[src/rtl/piece_bag_generator.sv]
// Bag-randomised Tetris piece source: LFSR-driven draws, one of each ID per bag, head plus preview queue.
// Define PIECE_HOLD_EN to add the hold slot (hold_req / hold_piece / hold_used).
module piece_bag_generator #(
   parameter int                NUM_PIECES    = 7,
   parameter int                PIECE_W       = 3,
   parameter int                PREVIEW_DEPTH = 3,
   parameter int                LFSR_W        = 16,
   parameter logic [LFSR_W-1:0] SEED          = 16'hACE1,
   parameter int                MAX_TRIES     = 8
) (
   input  logic                             clk,
   input  logic                             rst,
   input  logic                             next_req,
   input  logic                             seed_load,
   input  logic [LFSR_W-1:0]                seed_in,
`ifdef PIECE_HOLD_EN
   input  logic                             hold_req,
   output logic [PIECE_W-1:0]               hold_piece,
   output logic                             hold_used,
`endif
   output logic [PIECE_W-1:0]               piece_out,
   output logic                             piece_valid,
   output logic [PREVIEW_DEPTH*PIECE_W-1:0] preview,
   output logic [NUM_PIECES-1:0]            bag_remaining
);

   localparam int Depth = PREVIEW_DEPTH + 1;
   localparam int CntW  = $clog2(Depth + 1);
   localparam int TryW  = $clog2(MAX_TRIES + 1);
   localparam logic [LFSR_W-1:0] LfsrMask = LFSR_W'(16'hB400);

   typedef enum logic {IDLE, DRAW} state_t;

   state_t                        state_q, state_d;
   logic [LFSR_W-1:0]             lfsr_q, lfsr_d;
   logic [NUM_PIECES-1:0]         bag_q, bag_d;
   logic [Depth-1:0][PIECE_W-1:0] queue_q, queue_d;
   logic [CntW-1:0]               count_q, count_d;
   logic [TryW-1:0]               tries_q, tries_d;
   logic                          valid_q, valid_d;
`ifdef PIECE_HOLD_EN
   logic [PIECE_W-1:0]            holdPiece_q, holdPiece_d;
   logic                          holdUsed_q, holdUsed_d;
`endif

   logic [PIECE_W-1:0]    candidate, fallbackId, acceptId;
   logic                  candHit, doPop, holdSwap, drawing, accept;
   logic [CntW-1:0]       writeSlot;
   logic [NUM_PIECES-1:0] bagCleared;

   // The descending scan leaves fallbackId at the lowest set bag bit.
   always_comb begin
      candidate  = lfsr_q[PIECE_W-1:0];
      candHit    = 1'b0;
      fallbackId = '0;
      for (int i = NUM_PIECES - 1; i >= 0; i--) begin
         if (bag_q[i]) fallbackId = PIECE_W'(i + 1);
      end
      for (int i = 0; i < NUM_PIECES; i++) begin
         if (candidate == PIECE_W'(i + 1) && bag_q[i]) candHit = 1'b1;
      end
   end

   // A pop always refills in its own cycle, so a rejected candidate there takes the fallback.
   always_comb begin
      doPop    = next_req && valid_q;
      holdSwap = 1'b0;
`ifdef PIECE_HOLD_EN
      if (hold_req && !next_req && valid_q && !holdUsed_q) begin
         if (holdPiece_q == '0) doPop = 1'b1;
         else                   holdSwap = 1'b1;
      end
`endif
      drawing   = (state_q == DRAW) || doPop;
      accept    = drawing && (candHit || doPop || tries_q == TryW'(MAX_TRIES));
      acceptId  = candHit ? candidate : fallbackId;
      writeSlot = doPop ? count_q - 1'b1 : count_q;
   end

   always_comb begin
      queue_d    = queue_q;
      count_d    = count_q;
      bag_d      = bag_q;
      tries_d    = tries_q;
      state_d    = state_q;
      bagCleared = bag_q;
`ifdef PIECE_HOLD_EN
      holdPiece_d = holdPiece_q;
      holdUsed_d  = holdUsed_q;
      if (next_req && valid_q) begin
         holdUsed_d = 1'b0;
      end else if (doPop || holdSwap) begin
         holdPiece_d = queue_q[0];
         holdUsed_d  = 1'b1;
      end
      if (holdSwap) queue_d[0] = holdPiece_q;
`endif
      if (doPop) begin
         for (int i = 0; i < Depth - 1; i++) queue_d[i] = queue_q[i + 1];
         queue_d[Depth-1] = '0;
         count_d = count_q - 1'b1;
      end
      if (accept) begin
         for (int i = 0; i < Depth; i++) begin
            if (writeSlot == CntW'(i)) queue_d[i] = acceptId;
         end
         count_d = writeSlot + 1'b1;
         for (int i = 0; i < NUM_PIECES; i++) begin
            if (acceptId == PIECE_W'(i + 1)) bagCleared[i] = 1'b0;
         end
         bag_d   = (bagCleared == '0) ? '1 : bagCleared;
         tries_d = '0;
         state_d = (count_d == CntW'(Depth)) ? IDLE : DRAW;
      end else if (drawing) begin
         tries_d = tries_q + 1'b1;
      end
      valid_d = (count_d == CntW'(Depth));
      // A zero seed would lock the LFSR, so it falls back to SEED.
      if (seed_load) lfsr_d = (seed_in == '0) ? SEED : seed_in;
      else           lfsr_d = {1'b0, lfsr_q[LFSR_W-1:1]} ^ (lfsr_q[0] ? LfsrMask : '0);
   end

   always_ff @(posedge clk) begin
      if (rst) begin
         state_q <= DRAW;
         lfsr_q  <= SEED;
         bag_q   <= '1;
         queue_q <= '0;
         count_q <= '0;
         tries_q <= '0;
         valid_q <= 1'b0;
`ifdef PIECE_HOLD_EN
         holdPiece_q <= '0;
         holdUsed_q  <= 1'b0;
`endif
      end else begin
         state_q <= state_d;
         lfsr_q  <= lfsr_d;
         bag_q   <= bag_d;
         queue_q <= queue_d;
         count_q <= count_d;
         tries_q <= tries_d;
         valid_q <= valid_d;
`ifdef PIECE_HOLD_EN
         holdPiece_q <= holdPiece_d;
         holdUsed_q  <= holdUsed_d;
`endif
      end
   end

   assign piece_out     = queue_q[0];
   assign preview       = queue_q[Depth-1:1];
   assign piece_valid   = valid_q;
   assign bag_remaining = bag_q;
`ifdef PIECE_HOLD_EN
   assign hold_piece = holdPiece_q;
   assign hold_used  = holdUsed_q;
`endif

endmodule
[config.mk]
export PLATFORM = sky130hd
export DESIGN_NAME = piece_bag_generator
export DESIGN_NICKNAME = d
export VERILOG_FILES = /design/src/rtl/piece_bag_generator.sv
export SDC_FILE = /design/constraint.sdc
export NUM_CORES = 1
export LEC_CHECK = 0
export ABC_AREA = 0
export BUFFER_PORTS_ARGS = -buffer_cell sky130_fd_sc_hd__clkbuf_2
export CAP_MARGIN = 20
export CORE_UTILIZATION = 40
export CTS_CLUSTER_DIAMETER = 50
export DETAILED_ROUTE_END_ITERATION = 8
export SLEW_MARGIN = 15
export SYNTH_ARGS = -nofsm -noshare
export SYNTH_HDL_FRONTEND = slang
export SYNTH_SLANG_ARGS = --single-unit
[constraint.sdc]
create_clock -name clk -period 3.35 [get_ports clk]
set_input_delay 0.67 -clock clk [delete_from_list [all_inputs] [get_ports clk]]
set_output_delay 0.67 -clock clk [all_outputs]
set_load 0.01 [all_outputs]
==> summary.txt <==
Yosys
  • Post-synth cell types: 47
  • Number of synthesized flops with an enable pin: 0
  • Post-synthesis sequential area ratio: 0.383
  • FF+latch count, synth: 44
  • Largest family of logic cells by synthesized area: simple AND/OR/NAND/NOR gates
  • Xor and xnor area share after synthesis: 0.0343
  • Cell taking the most area after synthesis: dfxtp_1
  • Netlist Area Pre-Place: 2300 um2
  • Synthesized-area fraction occupied by adder cells: 0.0490
  • Simple-Gate Fraction of Synth Area: 0.243
  • Area share of the largest cell type after synthesis: 0.383
  • Post-synth net total: 298
  • Post-Syn Instances: 269
  • Mux share of post-synthesis cell area: 0.0642
  • Post-synth ARST share: 0
  • Synth area leaders: dfxtp_1 (38%), nor2_1 (5.7%), nand2_1 (5.1%), ha_1 (4.9%), mux2i_1 (3.5%)
  • Most used flip-flop cell after synthesis: dfxtp_1
  • Avg Cell Area, Syn: 8.55 um2
  • Synth warn: 0
  • Synth Area in Compound Gates: 0.180

Final layout
  • Fillers: 556
  • Final #Nets: 331
  • Final Core Density: 0.474
  • Commonest non-fill, non-tap cell in the layout: dfxtp_1
  • Share of layout cells above drive strength 1: 0.205
  • Area grow syn2layout: 14.3%
  • Ant. Diodes: 0
  • Most frequent cells in the layout: dfxtp_1 (44), clkbuf_2 (40), nor2_1 (35)
  • Final Instance Area: 2630 um2

Global route
  • Initial antenna violation count: 0
  • Total congestion overflow: 0
  • Total GRT Usage: 0.185
  • First-pass GRT wire length: 8930 um
  • Vias in the first global route: 1981
  • Largest net degree at the start of global routing: 22

Setup path
  • Critical path startpoint category: flop
  • Setup CP Type: flop to flop
  • Worst EP required: 3.51 ns
  • CP max FO: 12
  • Crit end category: flop
  • WP data arrival: 2.93 ns
  • Reg-to-reg slack, setup: 0.58 ns

Run status
  • Status: finished clean

Floorplanning
  • Boundary Pins: 40
  • Die X: 77.8 um
  • Initial core utilization: 0.415
  • Die area: 6060 um2
  • Chip height: 77.8 um
  • FP Rows: 27
  • Core Footprint: 5540 um2

Routing
  • # DRC: 0
  • Post-detailed-route wirelength per cell: 14.2 um
  • DRT antenna net count: 0
  • Final wirelength: 5320 um
  • Vias: 2046
  • Initial DRC count: 80
  • Pre-antenna DRT Iters: 4
  • Via density: 5.46

Pwr
  • Peak VDD IR: 0.266 mV
  • P per Cell Area: 686 nW/um2
  • Lkg Pwr: 1.06 nW

STA
  • Skew final: 0.0103 ns
  • Setup TNS: 0 ns
  • Max-slew violation count: 0
  • Unrepaired setup endpoints after global routing: no
  • Worst Max-Slew Pin Slew: 0.717 ns
  • Hold Vio Cnt, Final: 0
  • FMAX: 0.361 GHz
  • Final Setup Violations: 0
  • Min Clock Period, post-route: 2.77 ns
  • Tcrit/Tclk final: 0.827
  • Max-slew headroom: 0.517

Flow run
  • Max-Cap Viols: 0

CTS
  • Hold buffer count at cts: 0
  • Total CTS buffers: 5
  • Clock edge transition at the registers on the reported setup and hold paths: 0.08 ns
  • CTS tree: yes
  • Post-CTS Setup Bufs: 0
  • Clock tree buffer depth: 2
  • H-tree depth: 2
  • Clock tree sinks: 44
  • CTS resizes: 0
  • CTS root buf: clkbuf_8
  • Clk Latency, worst-skew pair: 0.30 ns

Min path
  • Hold WC Path Type: flop to flop

Placed design
  • Area after DPL: 2530 um2
  • Post-DP HPWL: 3750 um
  • Port buffer count: 39
  • Placer Congestion: 0.868
-- Yosys cell counts (3+ instances only) --
library cell  number
dfxtp_1           44
nor2_1            35
nand2_1           31
o21ai_0           13
clkbuf_1          11
inv_1             10
a311oi_1           9
ha_1               9
o31ai_1            9
mux2i_1            8
nand2b_1           8
o22ai_1            8
a21oi_1            7
nand3_1            6
nor4_1             6
nor3_1             5
xnor2_1            5
mux2_2             4
xor2_1             4
a31oi_1            3
nor4b_1            3
-- registers in the layout, summed over array words and instances (netlist names) --
signal	count
bag_remaining	7
count_q	3
piece_valid	1
lfsr_q	16
piece_out	3
preview	9
tries_q	4
state_q	1
-- cell type report --
cell class	instances	area, um2	area share
clock buffer	5	68.8	0.0262
inverter	10	37.5	0.0143
sequential	44	881	0.335
clock inverter	3	23.8	0.00905
tap	72	90.1	0.0343
timing repair buffer	42	215	0.0819
multi-input combinational	199	1310	0.499
-- per-layer routing --
metal	wire length, um	vias up	track usage
met5	0	-	0
met4	64	0	0.0774
met3	190	9	0.0318
met2	2530	52	0.308
met1	2530	953	0.234
li1	-	1032	-
-- cells by family after synthesis --
logic type	Yosys count
xor gates and xnor gates	9
AOI/OAI and AO/OA	57
adders and majority gates	9
and+or+nand+nor	111
buffers and inverters	26
muxes	13
DFF	44
-- worst max-delay path: stages, from the launching register on --
cell	delay, ns
dfxtp_1	0.49
mux2_2	0.37
nand3b_1	0.13
o21ai_0	0.20
nor2_1	0.61
o31ai_1	0.15
a311oi_2	0.58
o31ai_1	0.11
-- where the power goes --
part           switching [mW]  total (mW)  internal, mW
combinational           0.421       0.699         0.278
clock                   0.189       0.337         0.148
sequential              0.136       0.767         0.631
-- worst paths after layout --
check	start	endpoint	cells past startpoint
worst min register to register	lfsr_q[6]$_SDFF_PP1_	lfsr_q[5]$_SDFF_PP1_	2
worst max register to register	lfsr_q[2]$_SDFF_PP0_	bag_remaining[4]$_SDFFE_PP1P_	7
worst min-delay path	lfsr_q[6]$_SDFF_PP1_	lfsr_q[5]$_SDFF_PP1_	2
worst max-delay path	lfsr_q[2]$_SDFF_PP0_	bag_remaining[4]$_SDFFE_PP1P_	7
-- stage by stage --
stage          setup slack (ns)  cells  power, mW  hold WS, ns
2_1_floorplan             0.751    269       1.26        0.433
3_3_place_gp              0.508    366       1.47        0.447
3_5_place_dp              0.515    366       1.47        0.450
4_1_cts                   0.497    374       1.81        0.472
5_1_grt                   0.365    375       1.96        0.501
6_report                  0.579    375       1.80        0.472
Power figures use the tool's default switching activity.
